===== config.mk =====
export PLATFORM = sky130hd
export DESIGN_NAME = lvdc_timing_gen
export DESIGN_NICKNAME = d
export VERILOG_FILES = /design/src/rtl/lvdc_timing_gen.sv
export SDC_FILE = /design/constraint.sdc
export NUM_CORES = 1
export LEC_CHECK = 0
export ABC_CLOCK_PERIOD_IN_PS = 1730
export CORE_ASPECT_RATIO = 0.8
export CORE_UTILIZATION = 40
export CTS_CLUSTER_DIAMETER = 80
export DETAILED_ROUTE_END_ITERATION = 8
export GPL_TIMING_DRIVEN = 1
export MAX_ROUTING_LAYER = met4
export PLACE_DENSITY = 0.75
export SLEW_MARGIN = 20
export SYNTH_ARGS = -nofsm -noshare
export SYNTH_HDL_FRONTEND = slang
export SYNTH_SLANG_ARGS = --single-unit

===== constraint.sdc =====
create_clock -name clk -period 1.73 [get_ports clk]
set_input_delay 0.2595 -clock clk [delete_from_list [all_inputs] [get_ports clk]]
set_output_delay 0.2595 -clock clk [all_outputs]
set_load 0.02 [all_outputs]

===== src/rtl/lvdc_timing_gen.sv =====
// ---------------------------------------------------------------------------
// lvdc_timing_gen
//   Parametrised LVDC master timing generator. From one master clock it
//   derives the sub-bit strobes (W/X/Y/Z at default), the bit-time count and
//   the phase count, plus end-of-phase and end-of-word pulses. A small
//   run/halt/step controller lets the machine free-run, halt cleanly at a
//   phase boundary, or execute exactly one phase while halted.
//
//   Three nested counters sit underneath: sc (sub-bit), bt (bit time) and
//   ph (phase). A counter holding an out-of-range value (upset or forced)
//   is cleared on the next edge and err pulses for one cycle.
//
// Ports
//   clk      in   master clock
//   rstn     in   asynchronous active-low reset
//   run      in   level; 1 = free-run, 0 = halt at the next phase boundary
//   step     in   pulse; while halted, run exactly one phase and halt again
//   syncn    in   active-low synchronous resync; clears sc/bt/ph only
//   sub      out  one-hot sub-bit strobe, sub[sc]; all 0 while halted
//   subn     out  complement of sub
//   bt/btn   out  bit time 0..NBITS-1 and its complement
//   ph/phn   out  phase 0..NPHASE-1 and its complement
//   phasep   out  high on the last clock of a phase
//   wordp    out  high on the last clock of a word
//   haltack  out  high while halted
//   err      out  one-cycle pulse after an illegal counter value was seen
// ---------------------------------------------------------------------------
module lvdc_timing_gen #(
   parameter int NSUB   = 4,
   parameter int NBITS  = 28,
   parameter int NPHASE = 3,
   parameter int BW     = $clog2(NBITS),
   parameter int PW     = (NPHASE > 2) ? $clog2(NPHASE) : 1
) (
   input  logic              clk,
   input  logic              rstn,
   input  logic              run,
   input  logic              step,
   input  logic              syncn,
   output logic [NSUB-1:0]   sub,
   output logic [NSUB-1:0]   subn,
   output logic [BW-1:0]     bt,
   output logic [BW-1:0]     btn,
   output logic [PW-1:0]     ph,
   output logic [PW-1:0]     phn,
   output logic              phasep,
   output logic              wordp,
   output logic              haltack,
   output logic              err
);

   localparam int SW  = (NSUB > 2) ? $clog2(NSUB) : 1;
   localparam int SW1 = SW + 1;
   localparam int BW1 = BW + 1;
   localparam int PW1 = PW + 1;

   // Terminal counts carried one bit wider than the counters so the
   // "greater than last legal value" test stays meaningful even when a
   // counter's range fills its register exactly.
   localparam logic [SW:0] SC_LAST = SW1'(NSUB - 1);
   localparam logic [BW:0] BT_LAST = BW1'(NBITS - 1);
   localparam logic [PW:0] PH_LAST = PW1'(NPHASE - 1);

   localparam logic [1:0] ST_HALTED  = 2'd0;
   localparam logic [1:0] ST_RUN     = 2'd1;
   localparam logic [1:0] ST_HALTING = 2'd2;
   localparam logic [1:0] ST_STEP    = 2'd3;

   logic [1:0]    state_q, state_d;
   logic [SW-1:0] sc_q, sc_d;
   logic [BW-1:0] bt_q, bt_nx;
   logic [PW-1:0] ph_q, ph_d;
   logic          err_q, err_d;

   // Next bit-time value as a net, so the bit-time register can be driven
   // to an arbitrary value from outside when exercising the range check.
   wire  [BW-1:0] bt_d;

   logic counting;
   logic sc_ill, bt_ill, ph_ill;
   logic sc_end, bt_end, ph_end;
   logic endphase;

   // ------------------------------------------------------------------
   // Decode of the registered state
   // ------------------------------------------------------------------
   always_comb begin
      counting = (state_q != ST_HALTED);
      sc_ill   = {1'b0, sc_q} > SC_LAST;
      bt_ill   = {1'b0, bt_q} > BT_LAST;
      ph_ill   = {1'b0, ph_q} > PH_LAST;
      sc_end   = {1'b0, sc_q} == SC_LAST;
      bt_end   = {1'b0, bt_q} == BT_LAST;
      ph_end   = {1'b0, ph_q} == PH_LAST;
      endphase = counting & sc_end & bt_end;
   end

   // ------------------------------------------------------------------
   // Counter next-state. Each counter is range-checked on its own: an
   // illegal one is cleared, the legal ones keep counting. Carries only
   // ripple out of a counter sitting at its legal terminal value, so an
   // illegal low-order counter never produces a spurious carry. Resync
   // wins over everything and does not flag an error.
   // ------------------------------------------------------------------
   always_comb begin
      sc_d  = sc_q;
      bt_nx = bt_q;
      ph_d  = ph_q;
      err_d = 1'b0;
      if (!syncn) begin
         sc_d  = '0;
         bt_nx = '0;
         ph_d  = '0;
      end else begin
         err_d = sc_ill | bt_ill | ph_ill;

         if (sc_ill)
            sc_d = '0;
         else if (counting)
            sc_d = sc_end ? '0 : sc_q + SW'(1);

         if (bt_ill)
            bt_nx = '0;
         else if (counting && sc_end)
            bt_nx = bt_end ? '0 : bt_q + BW'(1);

         if (ph_ill)
            ph_d = '0;
         else if (endphase)
            ph_d = ph_end ? '0 : ph_q + PW'(1);
      end
   end

   assign bt_d = bt_nx;

   // ------------------------------------------------------------------
   // Run/halt/step controller. Halting always finishes the current phase;
   // the counters wrap into the next phase on the same edge that enters
   // HALTED, so a halted machine rests at the start of a phase.
   // ------------------------------------------------------------------
   always_comb begin
      state_d = state_q;
      case (state_q)
         ST_HALTED: begin
            if (run)
               state_d = ST_RUN;
            else if (step)
               state_d = ST_STEP;
         end
         ST_RUN: begin
            if (!run)
               state_d = ST_HALTING;
         end
         ST_HALTING: begin
            if (run)
               state_d = ST_RUN;
            else if (endphase)
               state_d = ST_HALTED;
         end
         ST_STEP: begin
            // further step pulses are deliberately ignored here
            if (run)
               state_d = ST_RUN;
            else if (endphase)
               state_d = ST_HALTED;
         end
         default: state_d = ST_HALTED;
      endcase
   end

   always_ff @(posedge clk or negedge rstn) begin
      if (!rstn) begin
         state_q <= ST_HALTED;
         sc_q    <= '0;
         bt_q    <= '0;
         ph_q    <= '0;
         err_q   <= 1'b0;
      end else begin
         state_q <= state_d;
         sc_q    <= sc_d;
         bt_q    <= bt_d;
         ph_q    <= ph_d;
         err_q   <= err_d;
      end
   end

   // ------------------------------------------------------------------
   // Outputs: everything is decoded from registers only.
   // ------------------------------------------------------------------
   for (genvar i = 0; i < NSUB; i++) begin : g_sub
      assign sub[i] = counting && (sc_q == SW'(i));
   end

   assign subn    = ~sub;
   assign bt      = bt_q;
   assign btn     = ~bt_q;
   assign ph      = ph_q;
   assign phn     = ~ph_q;
   assign phasep  = endphase;
   assign wordp   = endphase & ph_end;
   assign haltack = (state_q == ST_HALTED);
   assign err     = err_q;

endmodule


==> impl_metrics.py <==
metrics = {
    "status": {
        "status": "completed",
    },
    "logic_synthesis": {
        "synth_cells": 82,
        "synth_largest_area_cell": "dfrtp_1",
        "syn_area_um2": 709,
        "synth-seq-cells": 12,
        "syn-num-nets": 92,
        "netlist.area_leader.share": 0.423,
        "synth_seq_area_share": 0.423,
        "synth_warnings": 0,
        "syn_area_per_cell_um2": 8.65,
        "synth.distinct_cells": 27,
        "synth_area_leaders": "dfrtp_1 42%, ha_1 8.8%, inv_1 6.9%",
    },
    "global_route": {
        "grtUsageTotal": 0.243,
        "antenna_found_initial": 0,
        "grt_max_degree": 13,
        "grt_pass1_wl_um": 3220,
        "overflow": 0,
        "grt_pass1_vias": 705,
    },
    "floorplanning": {
        "die_h_um": 39.7,
        "start_util": 0.432,
        "coreArea_um2": 1640,
        "die_w_um": 49.1,
        "die_area_um2": 1950,
        "floorplan.rows": 13,
        "ios": 31,
    },
    "clock_tree": {
        "htree_num_levels": 1,
        "path_clk_slew_ps": 70,
        "clockBufferDepth": 2,
        "root_buffer": "clkbuf_4",
        "insertion_delay_ps": 290,
        "cts_made_buffers": 3,
        "cts_tree": "yes",
        "clkSinkCount": 12,
    },
    "sta": {
        "slew_headroom": 0.625,
        "finalHoldViolations": 0,
        "fmax_mhz": 596,
        "finalMaxSlewViolations": 0,
        "rsz0062_at_grt": "true",
        "min_period_ps": 1680,
        "fin_skew_ps": 4.35,
        "worstMarginPinSlew_ps": 560,
        "setup_violations": 0,
        "hold-worst-slack_ps": 328,
        "period_share": 0.970,
        "timing.final.ws_setup_ps": 52.2,
        "fin_tns_setup_ps": 0,
    },
    "finish": {
        "nets": 145,
        "fillers": 128,
        "regArea_um2": 300,
        "fin_area_um2": 1190,
        "utilization": 0.726,
        "drive_above_1_share": 0.308,
        "diodes": 0,
        "multiInputGateArea_um2": 369,
        "final_cell_count_no_fill": 155,
        "synthToLayoutAreaGrowth_pct": 68.1,
    },
    "run": {
        "maxCapViolCount": 0,
    },
    "routing": {
        "routed-via-count": 772,
        "post_drt_wl_per_cell_um": 13.2,
        "drc": 0,
        "first_pass_iters": 4,
        "ant_nets": 0,
        "vias_per_cell": 4.98,
        "drt_iter0_drc": 21,
        "totalWireLength_um": 2040,
    },
    "setup_path": {
        "r2r_cells": 5,
        "critical_path.max_fanout": 4,
        "critPathArrivalTime_ps": 1420,
        "worstSetupEndpointType": "primary output",
        "worst-path-buf-inv": 1,
        "crit_chain": "ha_2 -> nand4b_1 -> nor4_2 -> buf_4",
        "cp_data_required_time_ps": 1470,
        "cp-start-kind": "register",
        "cp_slowest_stage_delay_ps": 360,
        "crit_path_top_delay_cell": "dfrtp_1",
        "crit_type": "reg -> out",
        "path_depth": 4,
        "path_delay_family": "simple AND/OR/NAND/NOR gates",
    },
    "placement": {
        "post_dp_cell_area_um2": 1170,
        "place_hpwl_um": 1580,
        "io_buffers": 30,
        "gp_congestion": 0.836,
        "dp.cells": 150,
        "place_ws_ps": -92.1,
    },
    "power_and_ir_drop": {
        "leakagePower_nw": 0.544,
        "peakVddDrop_mv": 0.371,
        "p_per_area_nw_per_um2": 599,
        "p_total_uw": 714,
    },
    "worst_hold_path": {
        "hold_class": "in -> async",
    },
}
-- where the power goes --
part / switching [mW] / internal (mW) / total (mW)
combinational: 0.123 / 0.101 / 0.225
sequential: 0.0137 / 0.294 / 0.308
clock: 0.100 / 0.0812 / 0.181
-- state kept, by name, indices dropped and copies added (netlist names) --
register  flops
sc_q          2
state_q       2
ph            2
err           1
bt            5
-- worst reg2reg max path, cell delays in order (launching register included) --
cell and delay, ps:
dfrtp_1 380, ha_2 220, buf_4 120, o211ai_1 130, or4_1 420, a31oi_1 190
-- cell usage after synthesis, drive strengths merged --
| library cell | n |
|---|---|
| inv | 15 |
| dfrtp | 12 |
| nand2 | 11 |
| a21oi | 6 |
| ha | 5 |
| nand3 | 4 |
| nor2 | 4 |
| o211ai | 3 |
| a211oi | 2 |
| nand4 | 2 |
| o21a | 2 |
| o21ai | 2 |
| xnor2 | 2 |
| a211o | 1 |
| a311oi | 1 |
| a31oi | 1 |
| and3 | 1 |
| and4b | 1 |
| buf | 1 |
| nand3b | 1 |
| nand4b | 1 |
| nor3 | 1 |
| nor4 | 1 |
| or2 | 1 |
| or4 | 1 |
-- layer usage --
layer,part of all wire,up-vias,track usage,wire length (um)
li1,-,384,-,-
met1,0.48,363,0.296,983
met2,0.46,21,0.390,945
met3,0.046,4,0.0659,94
met4,0.010,0,0.103,21
met5,0,-,-,0
-- logic make-up after synthesis --
| kind of cell | count (synthesis) | share of synthesized area |
|---|---|---|
| xor gates and xnor gates | 2 | 0.0247 |
| and+or+nand+nor | 29 | 0.208 |
| AOI/OAI and AO/OA | 18 | 0.169 |
| adders and majority gates | 5 | 0.0882 |
| buffers and inverters | 16 | 0.0864 |
| DFF | 12 | 0.423 |
-- worst paths after layout --
kind | startpoint | to | slack, ps
hold / removal | rstn | sc_q[0] | 330
hold reg to reg | ph[1] | ph[0] | 500
max in group asynchronous | rstn | err | 1030
min in group clk | ph[1] | ph[0] | 500
setup / recovery | bt[1] | wordp | 50
setup reg to reg | sc_q[1] | bt[4] | 200
-- cell type report --
class | count | area share
repair buffers | 49 | 0.349
multi-input cells | 54 | 0.310
flip-flops and latches | 12 | 0.252
inverters | 15 | 0.0472
well taps | 22 | 0.0231
clock buffers | 3 | 0.0189
-- placed cells by master (no fill, tap or decap) --
master,Yosys,layout
dfrtp_1,12,12
ha_1,5,3
buf_2,1,2
clkbuf_2,0,3
nand3_1,4,4
o211ai_1,3,3
inv_1,13,13
a31oi_1,1,1
xnor2_1,2,2
nor2_1,4,4
o21ai_4,0,1
nand3b_1,1,1
buf_6,0,1
a311oi_1,1,1
a211o_1,1,1
o21a_1,2,2
and3_1,1,1
nand4_1,2,2
a211oi_1,2,2
and4b_2,1,1
clkdlybuf4s50_1,0,12
clkdlybuf4s15_2,0,5
nand2_1,11,11
or4_1,1,1
nor4_2,0,1
inv_2,2,2
dlygate4sd2_1,0,7
nand4b_1,1,1
buf_4,0,19
a21oi_1,6,6
nor3_1,1,1
o21ai_0,1,1
ha_2,0,2
clkbuf_4,0,3
or2_4,0,1
-- repair_timing --
| action | CTS | global route |
|---|---|---|
| endpoints found under the setup margin | 18 | 6 |
| gates resized for setup | 43 | 7 |
| setup buffers | 2 | 0 |
| pin swaps | 1 | 0 |
| hold buffers | 0 | 0 |
(Power assumes the default switching activity.)
